**src/rtl/freq_meter_pkg.sv**
```systemverilog
// ============================================================================
// Module : freq_meter_pkg
// Brief  : Shared state encoding and saturating-increment helper for freq_meter.
// Rev    : 1.0  initial release
// ============================================================================
`default_nettype none

package freq_meter_pkg;

  typedef enum logic [1:0] {
    ST_IDLE    = 2'd0,
    ST_ARM     = 2'd1,
    ST_MEASURE = 2'd2,
    ST_DONE    = 2'd3
  } fm_state_t;

  // Increment v, clamping at the all-ones value of a w-bit counter (w <= 64).
  function automatic logic [63:0] sat_inc(input logic [63:0] v, input int unsigned w);
    logic [63:0] lim;
    lim = (w >= 64) ? '1 : ((64'd1 << w) - 64'd1);
    return (v >= lim) ? lim : v + 64'd1;
  endfunction

endpackage

`default_nettype wire

```
**src/rtl/freq_meter_sync_rise_det.sv**
```systemverilog
// ============================================================================
// Module : sync_rise_det
// Brief  : Two-flop synchroniser plus delay flop; one-cycle rising-edge strobe.
// Rev    : 1.0  initial release
// ============================================================================
`default_nettype none

module sync_rise_det (
  input  logic clk,
  input  logic rst,
  input  logic d,
  output logic q_sync,
  output logic rise
);

  logic r_meta;
  logic r_sync;
  logic r_dly;

  always_ff @(posedge clk or negedge rst) begin
    if (!rst) begin
      r_meta <= 1'b0;
      r_sync <= 1'b0;
      r_dly  <= 1'b0;
    end else begin
      r_meta <= d;
      r_sync <= r_meta;
      r_dly  <= r_sync;
    end
  end

  assign q_sync = r_sync;
  assign rise   = r_sync & ~r_dly;

endmodule

`default_nettype wire

```
**src/rtl/freq_meter.sv**
```systemverilog
// ============================================================================
// Module : freq_meter
// Brief  : Measures sig_in period in clk cycles, averaged over 2^AVG_LOG2 periods.
// Rev    : 1.0  initial release
// ============================================================================
`default_nettype none

module freq_meter
  import freq_meter_pkg::*;
#(
  parameter int CNT_W    = 32,
  parameter int AVG_LOG2 = 2,
  parameter int TIMEOUT  = 100000000
) (
  input  logic             clk,
  input  logic             rst,
  input  logic             sig_in,
  input  logic             start,
  output logic             busy,
  output logic             valid,
  output logic             timeout,
  output logic [CNT_W-1:0] period_cycles
);

  localparam logic [CNT_W-1:0]    C_TMO_LAST  = CNT_W'(TIMEOUT - 1);
  localparam logic [AVG_LOG2-1:0] C_EDGE_LAST = '1;

  fm_state_t           r_state, w_state_nxt;
  logic [CNT_W-1:0]    r_acc, w_acc_nxt;
  logic [CNT_W-1:0]    r_tmo_cnt, w_tmo_nxt;
  logic [CNT_W-1:0]    r_period, w_period_nxt;
  logic [AVG_LOG2-1:0] r_edges, w_edges_nxt;
  logic                r_tmo_flag, w_tmo_flag_nxt;
  logic                w_sig_sync, w_rise_det, w_rise;
  logic                w_tmo_hit, w_last_rise;
  logic [CNT_W-1:0]    w_acc_inc;

  sync_rise_det u_sync (
    .clk    (clk),
    .rst    (rst),
    .d      (sig_in),
    .q_sync (w_sig_sync),
    .rise   (w_rise_det)
  );

  assign w_rise      = w_rise_det & w_sig_sync;
  assign w_tmo_hit   = (r_tmo_cnt == C_TMO_LAST);
  assign w_last_rise = w_rise && (r_edges == C_EDGE_LAST);
  assign w_acc_inc   = CNT_W'(sat_inc(64'(r_acc), CNT_W));

  always_ff @(posedge clk or negedge rst) begin
    if (!rst) begin
      r_state    <= ST_IDLE;
      r_acc      <= '0;
      r_tmo_cnt  <= '0;
      r_period   <= '0;
      r_edges    <= '0;
      r_tmo_flag <= 1'b0;
    end else begin
      r_state    <= w_state_nxt;
      r_acc      <= w_acc_nxt;
      r_tmo_cnt  <= w_tmo_nxt;
      r_period   <= w_period_nxt;
      r_edges    <= w_edges_nxt;
      r_tmo_flag <= w_tmo_flag_nxt;
    end
  end

  always_comb begin
    w_state_nxt    = r_state;
    w_acc_nxt      = r_acc;
    w_tmo_nxt      = r_tmo_cnt;
    w_period_nxt   = r_period;
    w_edges_nxt    = r_edges;
    w_tmo_flag_nxt = r_tmo_flag;
    case (r_state)
      ST_IDLE, ST_DONE: begin
        if (start) begin
          w_state_nxt = ST_ARM;
          w_tmo_nxt   = '0;
        end
      end
      ST_ARM: begin
        // A rise on the final timeout cycle still starts the measurement.
        if (w_rise) begin
          w_state_nxt = ST_MEASURE;
          w_acc_nxt   = CNT_W'(1);
          w_edges_nxt = '0;
        end else if (w_tmo_hit) begin
          w_state_nxt    = ST_DONE;
          w_tmo_flag_nxt = 1'b1;
          w_period_nxt   = '1;
        end else begin
          w_tmo_nxt = r_tmo_cnt + CNT_W'(1);
        end
      end
      ST_MEASURE: begin
        w_acc_nxt = w_acc_inc;
        w_tmo_nxt = r_tmo_cnt + CNT_W'(1);
        if (w_rise) begin
          w_edges_nxt = r_edges + AVG_LOG2'(1);
        end
        if (w_last_rise) begin
          w_state_nxt    = ST_DONE;
          w_period_nxt   = r_acc >> AVG_LOG2;
          w_tmo_flag_nxt = 1'b0;
        end else if (w_tmo_hit) begin
          w_state_nxt    = ST_DONE;
          w_tmo_flag_nxt = 1'b1;
          w_period_nxt   = '1;
        end
      end
      default: w_state_nxt = ST_IDLE;
    endcase
  end

  assign busy          = (r_state == ST_ARM) || (r_state == ST_MEASURE);
  assign valid         = (r_state == ST_DONE);
  assign timeout       = valid & r_tmo_flag;
  assign period_cycles = r_period;

endmodule

`default_nettype wire

```
**config.mk**
```make
export PLATFORM = sky130hd
export DESIGN_NAME = freq_meter
export DESIGN_NICKNAME = d
export VERILOG_FILES = /design/src/rtl/freq_meter_pkg.sv /design/src/rtl/freq_meter_sync_rise_det.sv /design/src/rtl/freq_meter.sv
export SDC_FILE = /design/constraint.sdc
export NUM_CORES = 1
export LEC_CHECK = 0
export BUFFER_PORTS_ARGS = -buffer_cell sky130_fd_sc_hd__buf_2
export CAP_MARGIN = 0
export CORE_MARGIN = 2
export CORE_UTILIZATION = 50
export CTS_CLUSTER_DIAMETER = 50
export DETAILED_ROUTE_END_ITERATION = 8
export HOLD_SLACK_MARGIN = 0.06
export PLACE_DENSITY_LB_ADDON = 0.08
export SLEW_MARGIN = 30
export SYNTH_ARGS = -nofsm -noshare
export SYNTH_HDL_FRONTEND = slang
export SYNTH_SLANG_ARGS = --single-unit
```
**constraint.sdc**
```tcl
create_clock -name clk -period 3.25 [get_ports clk]
set_input_delay 0.65 -clock clk [delete_from_list [all_inputs] [get_ports clk]]
set_output_delay 0.65 -clock clk [all_outputs]
set_load 0.01 [all_outputs]
```
# After elaboration in Yosys (flattened, before gate mapping)
# Index checks and enable logic that the tools add are counted.
# word_totals
regBits,104
out_inout_bits,35
elab_cells,59
# classes
n_addsub,3
n_lt_le_gt_ge,1
n_eq_ne,10
n_mux,23
bitwise,4
reduce_logical,9
# ops
operator,n
two-way mux 32 bit,8
case mux 32 bit (2 select lines),2
case mux 32 bit (3 select lines),1
adder 32 x 1 -> 32 bit (second input constant),2
== test 32 x 27 -> 1 bit (second input constant),1
greater-or-equal comparator 32 bit (second input constant),1
two-way mux 2 bit,6
inequality test 2 bit (second input constant),5
== test 2 bit (second input constant),3
case mux 2 bit (3 select lines),1
AND reduction 3 bit,2
case mux 2 bit (2 select lines),1
AND reduction 2 bit,2
bitwise AND 1 bit,3
two-way mux 1 bit,3
adder 2 x 1 -> 2 bit (second input constant),1
== test 2 x 1 -> 1 bit (second input constant),1
logical NOT 2 bit,1
case mux 1 bit (2 select lines),1
nonzero test 2 bit,1
OR reduction 2 bit,1
logical AND 1 bit,1
logical OR 1 bit,1
NOT 1 bit,1

# Longest topological paths before layout
# Gate-level depths: netlist of the first run.
# depth
word_depth,6
ltp_mapped,9
mapped_depth_nobuf,7

# By module
# From an unflattened synthesis of the first run, not the netlist that was laid out.
# hier_totals
cells_unflattened,517
area_unflattened_um2,5227.5
# by_module_without_submodules
module,instances,cells_per_inst,area_per_inst_um2
freq_meter,1,513,5138.7
sync_rise_det,1,4,88.8

# Least setup slack after synthesis of the first run
# Ideal clock, no wire load.
# synth_timing
path_type,reg2reg
startpoint,reg r_tmo_cnt[8]
endpoint,reg r_tmo_cnt[13]
t_arrival_ns,2.280
slack_ns,0.848
path_stages_with_launch,9
path_buffers,2
synth_period_minus_slack_ns,2.402
path_cell_list,dfrtp_1 -> buf_2 -> or4_1 -> or4_4 -> o31ai_4 -> buf_4 -> nor3_1 -> xnor2_1 -> nor2_1
# synth_between
elab_chain_len,4
elab_cells_between_ends,7
# synth_lines
item,line,text
from (decl),freq_meter.sv:30,"logic [CNT_W-1:0] r_tmo_cnt, w_tmo_nxt;"
from (signal assigned),freq_meter.sv:62,r_tmo_cnt <= w_tmo_nxt;
adder 32 x 1 -> 32 bit,"freq_meter.sv:94, freq_meter.sv:99",
two-way mux 32 bit,freq_meter.sv:89,end else if (w_tmo_hit) begin
two-way mux 32 bit,freq_meter.sv:85,if (w_rise) begin
case mux 32 bit (3 select lines),freq_meter.sv:76,case (r_state)
# Several ways; a longest one is shown, not always the timed one. The select of a mux whose other input is x is not followed.
# A chain may end at the register's enable or synchronous reset.

# Final worst setup path of the first run
# layout_timing
startpoint,reg r_tmo_cnt[8]
endpoint,reg r_tmo_cnt[14]
# The elaborated chain is that of the path after synthesis.

==> results.json, run 1 <==
{
  "row_count": 37,
  "drtIter0Drc": 242,
  "cp-start-kind": "register",
  "start_util_pct": 50.98,
  "comb_power_share_pct": 31.4,
  "clock_latency_ns": 0.39,
  "ctsHoldBuffers": 0,
  "wire_per_inst_um": 17.00,
  "syn2layout_area_growth_pct": 9.691,
  "sw_frac_of_total_pct": 38.70,
  "tightest_slew_ns": 0.7817,
  "dp_cells": 710,
  "max-cap-violations": 0,
  "ys_seq_elements": 104,
  "rsz0062_at_grt": "no",
  "crit_path_end_kind": "register",
  "cts_buffers": 9,
  "post_cts_buffers": 0,
  "relSlewSlack_pct": 47.69,
  "grt_pass1_vias": 4097,
  "p_sw_uw": 1194,
  "synth_xor_area_share_pct": 3.190,
  "seqPwrFrac_pct": 45.8,
  "cp_max_fo": 24,
  "cts-root-buf": "clkbuf_8",
  "finish.utilization_pct": 55.93,
  "grt_first_pass_wirelength_um": 20810,
  "hold_violations": 0,
  "clkTransAtPathRegs_ns": 0.10,
  "max_freq_ghz": 0.3664,
  "syn_avg_cell_area_um2": 9.399,
  "drive_gt1_share_pct": 13.44,
  "antenna_cells": 0,
  "synthAdderAreaFrac_pct": 1.679,
  "ys_warn_count": 0,
  "synth.area.top_cells": "dfrtp_1 (50%), o22a_1 (5.0%), a21oi_1 (4.1%), nor2_1 (4.0%), nand3_1 (3.8%)",
  "cts_sinks": 104,
  "port_buffers": 38,
  "dieHeight_um": 106.1,
  "yosysUniqueCellTypes": 48,
  "dp_hpwl_um": 8385,
  "vdd_drop_max_v": 0.0003769,
  "clkPwrFrac_pct": 22.7,
  "synth_edf_count": 0,
  "period_needed_ns": 2.729,
  "async_flop_share_pct": 100.0,
  "yosysSeqAreaShare_pct": 49.89,
  "cts_tree": "yes",
  "final_cells": 724,
  "grt_max_degree": 55,
  "cp.required_ns": 3.58,
  "core-area_mm2": 0.01023,
  "grt_remaining_overflow": 0,
  "power.density_mw_per_mm2": 539.4,
  "cts_resized": 0,
  "cts_buffer_depth": 2,
  "synth_most_common_cell": "dfrtp_1",
  "antenna_found_initial": 0,
  "syn-cell-area_mm2": 0.005216,
  "totalWireLength_um": 12310,
  "synth_top_family_by_area": "simple AND/OR/NAND/NOR gates",
  "grtUsageTotal_pct": 23.32,
  "status": "finished clean",
  "gp_congestion": 0.9309,
  "power.internal_uw": 1892,
  "nets": 596,
  "firstDrtPassIters": 7,
  "slew_violations": 0,
  "ant_nets": 0,
  "synth.top_cell.area_share_pct": 49.89,
  "clock-skew-final_ns": 0.01442,
  "htree_num_levels": 3,
  "synth.largest_area_cell": "dfrtp_1",
  "via_per_inst": 6.117,
  "ys.flop_type": "dfrtp_1",
  "leakage_uw": 0.002450,
  "fill_cells": 919,
  "hold_class": "input port to asynchronous set/reset pin",
  "synthSimpleGateAreaFrac_pct": 23.29,
  "finalCritPeriodShare_pct": 83.97,
  "num_vias": 4429,
  "drc_errors": 0,
  "io-pin-count": 39,
  "muxShareOfSynthArea_pct": 0.1919,
  "ff2ff_path_depth": 8,
  "finalSetupViolCount": 0,
  "worstPathArrival_ns": 3.06,
  "die_area_mm2": 0.01127,
  "die_w_um": 106.1,
  "syn-num-nets": 566,
  "synth-compound-area-share_pct": 18.11,
  "netlist_top_cells_count": "dfrtp_1 (104), nor2_1 (55), a21oi_1 (43), nand3_1 (40), nand2_1 (37)",
  "crit_type": "register to register",
  "setup_tns_ns": 0,
  "syn_inst": 555
}
-- metrics by stage --
stage / setup WS [ns] / power (uW) / area, um2 / hold slack, ns
after floorplan: 0.8483 / 2068 / 5216 / 0.3312
after global placement: 0.5827 / 2394 / 5570 / 0.3401
after detailed placement: 0.5492 / 2404 / 5570 / 0.3477
after CTS: 0.5133 / 3118 / 5722 / 0.3084
after global routing: 0.3486 / 3287 / 5722 / 0.3404
final: 0.5208 / 3086 / 5722 / 0.3008
-- power by group through the flow --
| stage | clock network, uW | logic (uW) | registers [uW] |
|---|---|---|---|
| global route | 773 | 1090 | 1420 |
| detailed placement | 0 | 963 | 1440 |
| finish | 702 | 970 | 1410 |
| floorplan | 0 | 644 | 1420 |
| CTS | 735 | 968 | 1420 |
| global placement | 0 | 955 | 1440 |
-- registers in the layout (all words and copies together), names as in the netlist --
name	flops
u_sync.r_meta	1
u_sync.q_sync	1
u_sync.r_dly	1
r_tmo_flag	1
period_cycles	32
r_acc	32
r_state	2
r_tmo_cnt	32
r_edges	2
-- cells by family (layout without fill, tap and decap cells) --
family,after synthesis,in the layout
DFF,104,104
and+or+nand+nor,234,234
AOI/OAI and AO/OA,145,145
xor gates and xnor gates,19,19
adders and majority gates,7,7
muxes,1,1
buffers and inverters,45,78
-- placed cells by master, fill, tap and decap left out, drive strengths merged, types with 20 or more instances in the layout --
cell type	count
o22a	30
buf	56
nand3	40
nor3	21
a21oi	43
nand4	20
nor2	55
dfrtp	104
nand2	37
o21ai	35
-- critical path, stage by stage, from the launching register on --
cell	delay (ns)
dfrtp_1	0.49
or4_1	0.54
or4_4	0.45
o31ai_4	0.32
buf_4	0.31
nor2_1	0.08
buf_4	0.22
nor2_1	0.11
a31o_2	0.15
-- final timing paths --
check,endpoint,start,slack [ns]
max in group asynchronous,period_cycles[12],rst,2.23
setup / recovery,r_tmo_cnt[14],r_tmo_cnt[8],0.52
setup reg to reg,r_tmo_cnt[14],r_tmo_cnt[8],0.52
min in group clk,u_sync.r_meta,sig_in,0.37
hold reg to reg,u_sync.q_sync,u_sync.r_meta,0.37
hold / removal,r_tmo_cnt[5],rst,0.30
-- per-layer routing --
| layer | share of wire (%) | global-route usage (%) |
|---|---|---|
| met1 | 50 | 34.72 |
| met2 | 43 | 33.06 |
| met3 | 5.3 | 6.867 |
| met4 | 1.4 | 6.673 |
| met5 | 0 | 0 |
-- cell type report --
type	count	area, um2	area share, %
well taps	136	170.2	2.974
multi-input cells	406	2427	42.42
flip-flops and latches	104	2603	45.48
clock inverters	4	23.77	0.4155
inverters	8	30.03	0.5248
clock buffers	10	127.6	2.230
repair buffers	56	340.3	5.948
No activity file was read; power rests on OpenSTA's default activity.
==> run 2: changes to the inputs <==
==> constraint.sdc (replaced) <==
create_clock -name clk -period 2.3 [get_ports clk]
set_input_delay 0.46 -clock clk [delete_from_list [all_inputs] [get_ports clk]]
set_output_delay 0.46 -clock clk [all_outputs]
set_load 0.01 [all_outputs]
==> results.json, run 2 (synthesized netlist as in run 1, its figures left out) <==
{
  "status": "finished with violations",
  "violations": "setup timing",
  "start_util_pct": 50.98,
  "dp_hpwl_um": 9080,
  "cts_tree": "yes",
  "hold_start": "sig_in",
  "critPathTopFamily": "simple AND/OR/NAND/NOR gates",
  "die_area_mm2": 0.01127,
  "cp_common_cell": "or4_4",
  "worstPathArrival_ns": 2.60,
  "antenna_cells": 0,
  "pre_cts_slack_ns": 0.03148,
  "via_per_inst": 6.033,
  "critPathLaunch": "r_tmo_cnt[8]",
  "clkTransAtPathRegs_ns": 0.10,
  "drc_errors": 0,
  "finalCritPeriodShare_pct": 101.7,
  "grt_max_degree": 46,
  "cts_buffer_depth": 2,
  "num_vias": 4549,
  "hold_violations": 0,
  "row_count": 37,
  "cts-root-buf": "clkbuf_8",
  "power.density_mw_per_mm2": 775.0,
  "crit_type": "register to register",
  "ant_nets": 0,
  "fin_ws_ns": -0.03939,
  "core-area_mm2": 0.01023,
  "fin_area_mm2": 0.006127,
  "fin_total_pwr_uw": 4748,
  "vdd_drop_max_v": 0.0004426,
  "syn2layout_area_growth_pct": 17.46,
  "port_buffers": 38,
  "io-pin-count": 39,
  "clock-skew-final_ns": 0.01153,
  "cp.required_ns": 2.56,
  "timing.rr.start": "r_tmo_cnt[8]",
  "cp_slowest_stage_delay_ns": 0.53,
  "fill_cells": 904,
  "clock_latency_ns": 0.37,
  "finish.utilization_pct": 59.89,
  "htree_num_levels": 3,
  "wire_per_inst_um": 17.31,
  "crit_chain": "or4_4 > or4_4 > o31ai_4 > buf_6 > clkbuf_16 > nor4_1 > xnor2_1 > nor2_1",
  "gp_congestion": 0.9683,
  "finalSetupViolCount": 19,
  "drtIter0Drc": 253,
  "rsz0062_at_grt": "yes",
  "cp-start-kind": "register",
  "hold_slack_ns": 0.1875,
  "totalWireLength_um": 13050,
  "crit_buf_inv": 2,
  "grt_first_pass_wirelength_um": 21770,
  "grt_remaining_overflow": 0,
  "cts_sinks": 104,
  "drive_gt1_share_pct": 19.74,
  "max_freq_ghz": 0.4275,
  "layout_commonest_cell": "dfrtp_1",
  "relSlewSlack_pct": 60.70,
  "rrSetupSlack_ns": -0.04,
  "dieHeight_um": 106.1,
  "placed_cell_area_mm2": 0.005788,
  "cts_buffers": 9,
  "grtUsageTotal_pct": 23.97,
  "period_needed_ns": 2.339,
  "grt_pass1_vias": 4352,
  "leakage_uw": 0.002627,
  "slowest_stage": "or4_4",
  "nets": 624,
  "crit_path_end_kind": "register",
  "firstDrtPassIters": 4,
  "slew_violations": 0,
  "antenna_found_initial": 0,
  "cp_max_fo": 5,
  "tightest_slew_ns": 0.5883,
  "hold_class": "input port to register",
  "die_w_um": 106.1,
  "max-cap-violations": 0,
  "most-common-layout-cells": "dfrtp_1 (104), nor2_1 (50), nand3_1 (40)"
}
-- run 2: cell types whose count changed in the layout (fill, tap and decap cells not counted), moves of 4 or more --
cell	previous run	this run
buf_4	18	38
nor2_4	0	4
o21ai_1	0	6
nor2_1	55	50
o21ai_0	35	28
-- run 2: final cells by class --
| class | instances | area, um2 | share of cell area, % |
|---|---|---|---|
| clock buffers | 12 | 145.1 | 2.369 |
| clock inverters | 4 | 36.28 | 0.5922 |
| inverters | 8 | 30.03 | 0.4901 |
| multi-input cells | 406 | 2510 | 40.96 |
| flip-flops and latches | 104 | 2603 | 42.48 |
| well taps | 136 | 170.2 | 2.777 |
| repair buffers | 84 | 633.1 | 10.33 |
-- run 2: layer usage --
layer  wire (um)  up-vias  global-route usage (%)  share of wire, %
met5           0        -                       0                 0
met4         247        0                   7.707               1.9
met3         521       24                   4.169               4.0
met2        6308      129                   38.46                48
met1        5974     2222                   33.23                46
li1            -     2174                       -                 -
-- run 2: timing repair --
| item | CTS | global route |
|---|---|---|
| gates cloned | 0 | 2 |
| hold endpoints to repair | 31 | 0 |
| buffers inserted | 0 | 1 |
| gates resized for setup | 1 | 29 |
| hold buffers | 1 | 0 |
| setup endpoints to repair | 1 | 53 |
| pin swaps | 0 | 4 |
-- run 2: path summary, 6_finish.rpt --
path	end	cells past startpoint
max in group asynchronous	period_cycles[14]	3
setup reg to reg	r_tmo_cnt[5]	8
hold reg to reg	u_sync.q_sync	0
min in group asynchronous	r_tmo_cnt[24]	2
setup / recovery	r_tmo_cnt[5]	8
hold / removal	u_sync.r_meta	1
-- run 2: metrics by stage --
step / cells / TNS (ns)
after floorplan: 555 / 0
after global placement: 734 / 0
after detailed placement: 734 / 0
after CTS: 751 / 0
after global routing: 754 / -1.968
final: 754 / -0.3837
-- run 2: where the power goes --
group | leakage [uW] | internal (uW) | total [uW] | switching (uW)
clock | 0.0000895 | 441 | 1090 | 650
sequential | 0.00144 | 1910 | 2000 | 94.0
combinational | 0.00110 | 581 | 1660 | 1080
==> run 3: changes to the inputs <==
--- a/config.mk
+++ b/config.mk
@@ -9,6 +9,7 @@
 export CAP_MARGIN = 0
 export CORE_MARGIN = 2
 export CORE_UTILIZATION = 50
+export CTS_BUF_LIST = sky130_fd_sc_hd__clkbuf_16
 export CTS_CLUSTER_DIAMETER = 50
 export DETAILED_ROUTE_END_ITERATION = 8
 export HOLD_SLACK_MARGIN = 0.06
==> results.json, run 3 (synthesized netlist as in run 1, its figures left out) <==
{
  "worstReg2RegEnd": "r_tmo_cnt[30]",
  "drive_gt1_share_pct": 18.48,
  "ff2ff_path_depth": 8,
  "grt_pass1_vias": 4356,
  "firstDrtPassIters": 6,
  "fin_total_pwr_uw": 5023,
  "cts_buffers": 9,
  "crit_path_end_kind": "register",
  "hold_slack_ns": 0.04748,
  "cp_max_fo": 17,
  "critPathTopFamily": "simple AND/OR/NAND/NOR gates",
  "layout_commonest_cell": "dfrtp_1",
  "dp_hpwl_um": 9080,
  "period_needed_ns": 2.292,
  "crit_chain": "or4_4 > or4_4 > o31ai_4 > buf_6 > buf_12 > nor2_1 > buf_12 > nor2_1",
  "cp.required_ns": 2.57,
  "hold_violations": 0,
  "crit_type": "register to register",
  "path_depth": 8,
  "max_freq_ghz": 0.4363,
  "endpoint": "r_tmo_cnt[30]",
  "cp_slowest_stage_delay_ns": 0.53,
  "timing.rr.start": "r_tmo_cnt[8]",
  "finalCritPeriodShare_pct": 99.65,
  "grt_first_pass_wirelength_um": 21700,
  "grtUsageTotal_pct": 23.93,
  "clock-skew-final_ns": 0.009265,
  "die_w_um": 106.1,
  "slowest_stage": "or4_4",
  "syn2layout_area_growth_pct": 18.06,
  "slew_violations": 0,
  "ctsHoldBuffers": 0,
  "dieHeight_um": 106.1,
  "grt_max_degree": 46,
  "die_area_mm2": 0.01127,
  "most-common-layout-cells": "dfrtp_1 (104), nor2_1 (54), a21oi_1 (41)",
  "tightest_slew_ns": 0.5425,
  "nets": 623,
  "finalSetupViolCount": 0,
  "max-cap-violations": 0,
  "critPathLaunch": "r_tmo_cnt[8]",
  "rrSetupSlack_ns": 0.008,
  "status": "finished clean",
  "clock_latency_ns": 0.35,
  "antenna_cells": 0,
  "grt_remaining_overflow": 0,
  "port_buffers": 38,
  "vdd_drop_max_v": 0.0004601,
  "leakage_uw": 0.002666,
  "hold_class": "input port to asynchronous set/reset pin",
  "relSlewSlack_pct": 63.50,
  "cts_sinks": 104,
  "htree_num_levels": 3,
  "wire_per_inst_um": 17.11,
  "core-area_mm2": 0.01023,
  "power.density_mw_per_mm2": 815.7,
  "totalWireLength_um": 12890,
  "start_util_pct": 50.98,
  "row_count": 37,
  "setup_tns_ns": 0,
  "cp-start-kind": "register",
  "worstPathArrival_ns": 2.56,
  "num_vias": 4543,
  "ant_nets": 0,
  "drtIter0Drc": 253,
  "gp_congestion": 0.9683,
  "via_per_inst": 6.033,
  "cts-root-buf": "clkbuf_16",
  "cts_buffer_depth": 2,
  "antenna_found_initial": 0,
  "clkTransAtPathRegs_ns": 0.07,
  "cts_tree": "yes",
  "io-pin-count": 39,
  "drc_errors": 0,
  "rsz0062_at_grt": "yes",
  "crit_buf_inv": 3
}
[run 3: cell types whose count changed in the layout (fill, tap and decap cells not counted), sizes merged]
cell / change
dlygate4sd3: -1
clkinv: +1
inv: +2
clkbuf: -3
[run 3: worst min-delay path by stage]
stage,end,slack [ns],cells past startpoint
finish,r_tmo_cnt[24],0.05,1
floorplan,period_cycles[0],0.16,0
global route,r_tmo_cnt[24],0.09,1
CTS,r_tmo_cnt[22],0.06,1
detailed placement,u_sync.q_sync,0.35,0
global placement,u_sync.q_sync,0.34,0
[run 3: report_power, final]
part / total [uW] / internal (uW) / switching (uW)
registers: 2000 / 1910 / 90.7
clock network: 1430 / 739 / 690
logic: 1600 / 557 / 1040
total: 5020 / 3200 / 1820
[run 3: layout make-up]
cell class | count | area, um2
fillers | 901 | 4073
flip-flops and latches | 104 | 2603
multi-input cells | 406 | 2464
repair buffers | 83 | 619.3
clock buffers | 9 | 225.2
well taps | 136 | 170.2
clock inverters | 7 | 47.55
inverters | 8 | 30.03
[run 3: metrics by stage]
step                      cells  util (%)  setup slack (ns)  area [um2]
after floorplan             555         -          0.005558        5229
after global placement      734     56.57           0.08565        5788
after detailed placement    734     56.57           0.03148        5788
after CTS                   750     59.24         0.0004774        6061
after global routing        753     60.19          -0.05212        6158
final                       753     60.19          0.008094        6158
[run 3: timing repair]
action	CTS	global route
endpoints found under the hold margin	0	0
setup endpoints to repair	0	50
setup buffers	0	1
resized for setup	0	11
[run 3: routing by layer]
layer | vias up | track usage, % | share of wire, %
met4 | 0 | 7.519 | 1.7
li1 | 2174 | - | -
met3 | 23 | 3.924 | 4.0
met1 | 2222 | 33.06 | 46
met2 | 124 | 38.78 | 49
met5 | - | 0 | 0
